**src/rtl/core_pkg.sv**
```systemverilog
// rtl/core_pkg.sv - shared types and next-PC op codes for the fetch/step core
// Contents:
//   state_e  : fetch FSM state, also exported on o_dbg_state_data
//   PC_INC4  : next PC = PC + 4
//   PC_REL   : next PC = PC + imm
//   PC_ABS   : next PC = imm
//   PC_HOLD  : next PC = PC (refetch the same instruction)
package core_pkg;

    typedef enum logic [1:0] {
        ST_IDLE  = 2'd0,
        ST_FETCH = 2'd1,
        ST_WAIT  = 2'd2,
        ST_STEP  = 2'd3
    } state_e;

    localparam logic [1:0] PC_INC4 = 2'b00;
    localparam logic [1:0] PC_REL  = 2'b01;
    localparam logic [1:0] PC_ABS  = 2'b10;
    localparam logic [1:0] PC_HOLD = 2'b11;

endpackage

```
**src/rtl/core_if.sv**
```systemverilog
// rtl/core_if.sv - AXI4-Lite read channel bundle used for instruction fetch
// Parameters: ADDR_W (araddr width), DATA_W (rdata width).
// Signals: arvalid/arready/araddr (read address), rvalid/rready/rdata/rresp (read data).
// Modports:
//   master : fetch side (drives arvalid, araddr, rready)
//   slave  : memory side (drives arready, rvalid, rdata, rresp)
// The core only ever reads instruction memory, so the write channels are not
// carried in this bundle.
interface if_axi4_lite #(
    parameter int ADDR_W = 32,
    parameter int DATA_W = 32
);

    logic              arvalid;
    logic              arready;
    logic [ADDR_W-1:0] araddr;
    logic              rvalid;
    logic              rready;
    logic [DATA_W-1:0] rdata;
    logic [1:0]        rresp;

    modport master (
        output arvalid,
        output araddr,
        output rready,
        input  arready,
        input  rvalid,
        input  rdata,
        input  rresp
    );

    modport slave (
        input  arvalid,
        input  araddr,
        input  rready,
        output arready,
        output rvalid,
        output rdata,
        output rresp
    );

endinterface

```
**src/rtl/core_pc_gen.sv**
```systemverilog
// rtl/core_pc_gen.sv - program counter register with next-PC mux and adder
// Ports:
//   clk, rstn : clock, asynchronous active-low reset (PC returns to RESET_PC)
//   i_load    : commit a new PC this cycle
//   i_op      : next-PC select (PC_INC4 / PC_REL / PC_ABS / PC_HOLD)
//   i_imm     : offset or absolute target
//   o_pc      : current PC (registered)
module pc_gen
    import core_pkg::*;
#(
    parameter int              XLEN     = 32,
    parameter logic [XLEN-1:0] RESET_PC = '0
) (
    input  logic            clk,
    input  logic            rstn,
    input  logic            i_load,
    input  logic [1:0]      i_op,
    input  logic [XLEN-1:0] i_imm,
    output logic [XLEN-1:0] o_pc
);

    logic [XLEN-1:0] pc_q;
    logic [XLEN-1:0] pc_d;
    logic [XLEN-1:0] next_pc;

    always_comb begin
        next_pc = pc_q;
        case (i_op)
            PC_INC4: next_pc = pc_q + XLEN'(4);
            PC_REL:  next_pc = pc_q + i_imm;
            PC_ABS:  next_pc = i_imm;
            default: next_pc = pc_q;
        endcase

        // Adders wrap naturally at XLEN; every committed PC is word aligned.
        pc_d = pc_q;
        if (i_load) begin
            pc_d = {next_pc[XLEN-1:2], 2'b00};
        end
    end

    always_ff @(posedge clk or negedge rstn) begin
        if (!rstn) begin
            pc_q <= RESET_PC;
        end else begin
            pc_q <= pc_d;
        end
    end

    assign o_pc = pc_q;

endmodule

```
**src/rtl/core.sv**
```systemverilog
// rtl/core.sv - single-outstanding instruction fetch loop with external step control
// Parameters: XLEN, IMADDRLEN, IMDATALEN (32 only), RESET_PC.
// Ports:
//   clk, rstn          : clock, asynchronous active-low reset
//   im_if              : instruction memory read channel (master)
//   o_dbg_state_valid  : fetched instruction waiting in ST_STEP
//   i_dbg_state_ready  : step acknowledge, sampled only in ST_STEP
//   o_dbg_state_data   : registered FSM state
//   o_dbg_instr_data   : last fetched instruction
//   i_dbg_imm_data     : immediate / target for the next PC
//   i_dbg_pc_incr_op   : next-PC select
//   o_dbg_pc_data      : current PC
// Build option CORE_DBG_STEP_EN: when defined, ST_STEP waits for
// i_dbg_state_ready and uses the supplied op/imm; otherwise the core
// free-runs at PC+4 and ignores the step inputs.
module core
    import core_pkg::*;
#(
    parameter int              XLEN      = 32,
    parameter int              IMADDRLEN = 32,
    parameter int              IMDATALEN = XLEN,
    parameter logic [XLEN-1:0] RESET_PC  = '0
) (
    input  logic                 clk,
    input  logic                 rstn,
    if_axi4_lite.master          im_if,
    output logic                 o_dbg_state_valid,
    input  logic                 i_dbg_state_ready,
    output state_e               o_dbg_state_data,
    output logic [IMDATALEN-1:0] o_dbg_instr_data,
    input  logic [XLEN-1:0]      i_dbg_imm_data,
    input  logic [1:0]           i_dbg_pc_incr_op,
    output logic [XLEN-1:0]      o_dbg_pc_data
);

    state_e               state_q, state_d;
    logic                 arvalid_q, arvalid_d;
    logic                 rready_q, rready_d;
    logic                 valid_q, valid_d;
    logic [IMDATALEN-1:0] instr_q, instr_d;

    logic                 step_ready;
    logic [1:0]           step_op;
    logic [XLEN-1:0]      step_imm;
    logic                 pc_load;
    logic [XLEN-1:0]      pc;

`ifdef CORE_DBG_STEP_EN
    assign step_ready = i_dbg_state_ready;
    assign step_op    = i_dbg_pc_incr_op;
    assign step_imm   = i_dbg_imm_data;
`else
    assign step_ready = 1'b1;
    assign step_op    = PC_INC4;
    assign step_imm   = '0;

    logic unused_dbg;
    assign unused_dbg = ^{i_dbg_state_ready, i_dbg_pc_incr_op, i_dbg_imm_data};
`endif

    // Read errors are not reported anywhere; the instruction is taken as is.
    logic unused_rresp;
    assign unused_rresp = ^im_if.rresp;

    always_comb begin
        state_d = state_q;
        instr_d = instr_q;
        pc_load = 1'b0;

        case (state_q)
            ST_IDLE: begin
                state_d = ST_FETCH;
            end
            ST_FETCH: begin
                if (arvalid_q && im_if.arready) begin
                    state_d = ST_WAIT;
                end
            end
            ST_WAIT: begin
                // rvalid outside ST_WAIT (e.g. a stale beat after reset) never lands here.
                if (rready_q && im_if.rvalid) begin
                    instr_d = im_if.rdata;
                    state_d = ST_STEP;
                end
            end
            ST_STEP: begin
                if (step_ready) begin
                    pc_load = 1'b1;
                    state_d = ST_FETCH;
                end
            end
            default: begin
                state_d = ST_IDLE;
            end
        endcase

        // Handshake outputs are decoded from the next state so they come
        // straight out of flops and never depend combinationally on inputs.
        arvalid_d = (state_d == ST_FETCH);
        rready_d  = (state_d == ST_WAIT);
        valid_d   = (state_d == ST_STEP);
    end

    always_ff @(posedge clk or negedge rstn) begin
        if (!rstn) begin
            state_q   <= ST_IDLE;
            arvalid_q <= 1'b0;
            rready_q  <= 1'b0;
            valid_q   <= 1'b0;
            instr_q   <= '0;
        end else begin
            state_q   <= state_d;
            arvalid_q <= arvalid_d;
            rready_q  <= rready_d;
            valid_q   <= valid_d;
            instr_q   <= instr_d;
        end
    end

    pc_gen #(
        .XLEN     (XLEN),
        .RESET_PC (RESET_PC)
    ) u_pc_gen (
        .clk    (clk),
        .rstn   (rstn),
        .i_load (pc_load),
        .i_op   (step_op),
        .i_imm  (step_imm),
        .o_pc   (pc)
    );

    // PC only moves in ST_STEP, so araddr is stable for the whole fetch.
    logic [IMADDRLEN-1:0] araddr;
    if (IMADDRLEN <= XLEN) begin : g_addr_trunc
        assign araddr = pc[IMADDRLEN-1:0];
    end else begin : g_addr_ext
        assign araddr = {{(IMADDRLEN-XLEN){1'b0}}, pc};
    end

    assign im_if.arvalid     = arvalid_q;
    assign im_if.araddr      = araddr;
    assign im_if.rready      = rready_q;
    assign o_dbg_state_valid = valid_q;
    assign o_dbg_state_data  = state_q;
    assign o_dbg_instr_data  = instr_q;
    assign o_dbg_pc_data     = pc;

endmodule

```
**src/flat_wrapper.sv**
```systemverilog
// flat-port wrapper written by rule: the top's interface ports become plain ports
module core_flat import core_pkg::*;
#(
    parameter int              XLEN      = 32,
    parameter int              IMADDRLEN = 32,
    parameter int              IMDATALEN = XLEN,
    parameter logic [XLEN-1:0] RESET_PC  = '0
)
  (clk, rstn, o_dbg_state_valid, i_dbg_state_ready, o_dbg_state_data, o_dbg_instr_data, i_dbg_imm_data, i_dbg_pc_incr_op, o_dbg_pc_data, im_if_arvalid, im_if_araddr, im_if_rready, im_if_arready, im_if_rvalid, im_if_rdata, im_if_rresp);
  if_axi4_lite #(.ADDR_W(32), .DATA_W(32)) im_if_i ();
  input  logic clk;
  input  logic rstn;
  output logic o_dbg_state_valid;
  input  logic i_dbg_state_ready;
  output state_e o_dbg_state_data;
  output logic [IMDATALEN-1:0] o_dbg_instr_data;
  input  logic [XLEN-1:0] i_dbg_imm_data;
  input  logic [1:0] i_dbg_pc_incr_op;
  output logic [XLEN-1:0] o_dbg_pc_data;
  output wire logic [$bits(im_if_i.arvalid)-1:0] im_if_arvalid;
  output wire logic [$bits(im_if_i.araddr)-1:0] im_if_araddr;
  output wire logic [$bits(im_if_i.rready)-1:0] im_if_rready;
  input wire logic [$bits(im_if_i.arready)-1:0] im_if_arready;
  input wire logic [$bits(im_if_i.rvalid)-1:0] im_if_rvalid;
  input wire logic [$bits(im_if_i.rdata)-1:0] im_if_rdata;
  input wire logic [$bits(im_if_i.rresp)-1:0] im_if_rresp;
  assign im_if_arvalid = im_if_i.arvalid;
  assign im_if_araddr = im_if_i.araddr;
  assign im_if_rready = im_if_i.rready;
  assign im_if_i.arready = im_if_arready;
  assign im_if_i.rvalid = im_if_rvalid;
  assign im_if_i.rdata = im_if_rdata;
  assign im_if_i.rresp = im_if_rresp;
  core #(.XLEN(XLEN), .IMADDRLEN(IMADDRLEN), .IMDATALEN(IMDATALEN), .RESET_PC(RESET_PC)) u_core (.clk(clk), .rstn(rstn), .im_if(im_if_i), .o_dbg_state_valid(o_dbg_state_valid), .i_dbg_state_ready(i_dbg_state_ready), .o_dbg_state_data(o_dbg_state_data), .o_dbg_instr_data(o_dbg_instr_data), .i_dbg_imm_data(i_dbg_imm_data), .i_dbg_pc_incr_op(i_dbg_pc_incr_op), .o_dbg_pc_data(o_dbg_pc_data));
endmodule
```
**config.mk**
```make
export PLATFORM = sky130hd
export DESIGN_NAME = core_flat
export DESIGN_NICKNAME = d
export VERILOG_FILES = /design/src/rtl/core_pkg.sv /design/src/rtl/core_if.sv /design/src/rtl/core_pc_gen.sv /design/src/rtl/core.sv /design/src/flat_wrapper.sv
export SDC_FILE = /design/constraint.sdc
export NUM_CORES = 1
export LEC_CHECK = 0
export ABC_AREA = 0
export CAP_MARGIN = 20
export CELL_PAD_IN_SITES_DETAIL_PLACEMENT = 0
export CELL_PAD_IN_SITES_GLOBAL_PLACEMENT = 1
export CORE_ASPECT_RATIO = 0.7
export CORE_UTILIZATION = 28
export CTS_CLUSTER_DIAMETER = 100
export CTS_CLUSTER_SIZE = 25
export DETAILED_ROUTE_END_ITERATION = 10
export PLACE_DENSITY_LB_ADDON = 0.1
export SYNTH_ARGS = -nofsm -noshare
export SYNTH_HDL_FRONTEND = slang
export SYNTH_SLANG_ARGS = --single-unit
```
**constraint.sdc**
```tcl
create_clock -name clk -period 2 [get_ports clk]
set_input_delay 0.3 -clock clk [delete_from_list [all_inputs] [get_ports clk]]
set_output_delay 0.3 -clock clk [all_outputs]
set_load 0.01 [all_outputs]
```
==> impl_metrics.env <==
export IMPL_synth_edf_count=0
export IMPL_yosys_warnings=0
export IMPL_cp_max_fo=6
export IMPL_coreArea_um2=10400
export IMPL_crit_family="simple AND/OR/NAND/NOR gates"
export IMPL_worst_path_buf_inv=0
export IMPL_drt_iter0_drc=47
export IMPL_post_cts_repair_setup_buffers=0
export IMPL_crit_chain="ha_1, nand3_1, nor4_1, nand3_1, xnor2_1"
export IMPL_hpwl_um=4730
export IMPL_start_util_pct=29.0
export IMPL_drt_wl_total_um=6450
export IMPL_clockBufferDepth=2
export IMPL_dieArea_um2=11200
export IMPL_vias_per_cell=4.28
export IMPL_wl_per_cell_um=13.1
export IMPL_ys_types=28
export IMPL_period_share_pct=87.7
export IMPL_slowest_stage="dfrtp_1"
export IMPL_fp_dieH_um=88.8
export IMPL_tns_ps=0
export IMPL_drv_slew=0
export IMPL_dr_total_vias=2104
export IMPL_grt_max_degree=37
export IMPL_num_nets_final=433
export IMPL_cp_data_arrival_time_ps=1960
export IMPL_power_leakage_nw=1.96
export IMPL_outcome="complete, no violations"
export IMPL_power_per_cell_area_nw_per_um2=1170
export IMPL_worst_slack_ps=245
export IMPL_crit_path_frequent_cell="nand3_1"
export IMPL_num_rows=31
export IMPL_syn_inst=239
export IMPL_hold_class="in2async"
export IMPL_diodes=0
export IMPL_antenna_found_initial=0
export IMPL_clkTransAtPathRegs_ps=50
export IMPL_async_reset_ff_share_pct=100
export IMPL_grt_usage_pct=12.2
export IMPL_synth_top_area_cell="dfrtp_1"
export IMPL_avgSynthCellArea_um2=12.6
export IMPL_max_clock_freq_mhz=570
export IMPL_setup_viol_count_final=0
export IMPL_drtPass1Iterations=4
export IMPL_vdd_drop_max_uv=580
export IMPL_synth_seq_area_share_pct=55.7
export IMPL_numCtsBuffers=9
export IMPL_overflow=0
export IMPL_cp_depth=5
export IMPL_drive_gt1_share_pct=17.5
export IMPL_rsz0062_at_grt="no"
export IMPL_htreeDepth=3
export IMPL_final_fill_count=998
export IMPL_tritoncts="done"
export IMPL_final_common_cell="clkdlybuf4s50_1"
export IMPL_startpoint_type="flip-flop"
export IMPL_min_period_ps=1750
export IMPL_io_buffers=132
export IMPL_clk_latency_ps=320
export IMPL_synth_area_leaders="dfrtp_1, mux2_2, buf_4, xnor2_1, nand4_1"
export IMPL_netlist_area_leader_share_pct=55.7
export IMPL_ant_nets=0
export IMPL_synth_seq_cells=67
export IMPL_clock_sinks=67
export IMPL_path_class="reg2reg"
export IMPL_drc=0
export IMPL_gp_congestion=0.751
export IMPL_most_common_layout_cells="clkdlybuf4s50_1, dfrtp_1, mux2_2"
export IMPL_syn_area_um2=3010
export IMPL_fin_skew_ps=4.66
export IMPL_required_ps=2210
export IMPL_ios=174
export IMPL_hold_viol_final=0
export IMPL_reg2reg_depth=5
export IMPL_clockRootBuffer="clkbuf_16"
export IMPL_synth_flop_cell="dfrtp_1"
export IMPL_fp_dieW_um=126
export IMPL_dp_slack_ps=150
export IMPL_cpPeakStageDelay_ps=430
export IMPL_maxCapViolCount=0
export IMPL_grt_pass1_vias=1884
export IMPL_syn_to_final_growth_pct=52.4
export IMPL_grt_first_pass_wirelength_um=10300
export IMPL_crit_path_end_kind="flip-flop"
-- sequential cells by signal (all words and copies together) (netlist names) --
signal / cells
u_core.im_if.rready: 1
u_core.im_if.arvalid: 1
u_core.o_dbg_state_valid: 1
u_core.o_dbg_instr_data: 32
u_core.o_dbg_state_data: 2
u_core.u_pc_gen.o_pc: 30
-- cell families (layout without fill, tap and decap cells) --
family / Yosys count / in the layout / synth area share (%)
AOI/OAI and AO/OA: 4 / 4 / 0.873
adders and majority gates: 4 / 4 / 1.66
xor gates and xnor gates: 29 / 29 / 8.43
muxes: 33 / 33 / 12.3
other: 1 / 4 / 0.125
DFF: 67 / 67 / 55.7
and+or+nand+nor: 57 / 57 / 10.9
buffers and inverters: 44 / 162 / 9.97
-- synth_stat cells, types with 3 or more instances --
master	number
ha_1	4
clkbuf_1	3
and3_1	3
xor2_1	5
nor2_1	6
xnor2_1	24
nor3_1	3
buf_4	34
mux2_2	33
nand3_1	12
dfrtp_1	67
nand4_1	11
nand2_1	10
inv_1	6
-- power breakdown --
part	internal (mW)	switching (mW)	total, mW
combinational	1.23	0.728	1.96
sequential	1.77	0.258	2.03
clock	0.859	0.534	1.39
total	3.86	1.52	5.38
-- per-layer routing --
| metal | vias up | GRT usage (%) | wire length [µm] | share of wire, % |
|---|---|---|---|---|
| li1 | 1016 | - | - | - |
| met1 | 1005 | 17.2 | 3180 | 49 |
| met2 | 74 | 16.4 | 2840 | 44 |
| met3 | 9 | 4.84 | 346 | 5.4 |
| met4 | 0 | 5.26 | 80 | 1.2 |
| met5 | - | 0 | 0 | 0 |
-- area by class of cell --
| cell class | instances | area (µm²) | area share, % |
|---|---|---|---|
| Sequential cell | 67 | 1680 | 36.5 |
| Tap cell | 132 | 165 | 3.60 |
| Multi-Input combinational cell | 131 | 1050 | 22.9 |
| Inverter | 6 | 22.5 | 0.491 |
| Timing Repair Buffer | 141 | 1410 | 30.8 |
| Clock inverter | 3 | 15.0 | 0.327 |
| Clock buffer | 12 | 246 | 5.37 |
-- what timing repair did --
action,4_1_cts,5_1_grt
setup endpoints to repair,0,1
endpoints found under the hold margin,31,0
gates resized for setup,0,1
hold buffers,1,0
-- per-stage QoR --
| stage | util [%] | hold slack, ps | cell area, µm² | power, mW | std cells |
|---|---|---|---|---|---|
| after CTS | 44.1 | 465 | 4590 | 5.49 | 492 |
| after floorplan | - | 4.41 | 3020 | 2.93 | 242 |
| after global routing | 44.2 | 508 | 4590 | 5.75 | 492 |
| final | 44.2 | 460 | 4590 | 5.38 | 492 |
| after detailed placement | 41.5 | 273 | 4310 | 4.04 | 476 |
| after global placement | 41.5 | 275 | 4310 | 4.02 | 476 |
-- path summary, 6_finish.rpt --
check                                               to                        from  slack [ps]
max in group asynchronous  u_core.o_dbg_instr_data[25]                        rstn         970
min                        u_core.o_dbg_instr_data[24]                        rstn         460
min reg2reg                   u_core.u_pc_gen.o_pc[31]    u_core.u_pc_gen.o_pc[31]         500
max                           u_core.u_pc_gen.o_pc[16]  u_core.o_dbg_state_data[0]         250
min in group clk              u_core.u_pc_gen.o_pc[31]    u_core.u_pc_gen.o_pc[31]         500
max reg2reg                   u_core.u_pc_gen.o_pc[16]  u_core.o_dbg_state_data[0]         250
No activity file was read; power rests on OpenSTA's default activity.
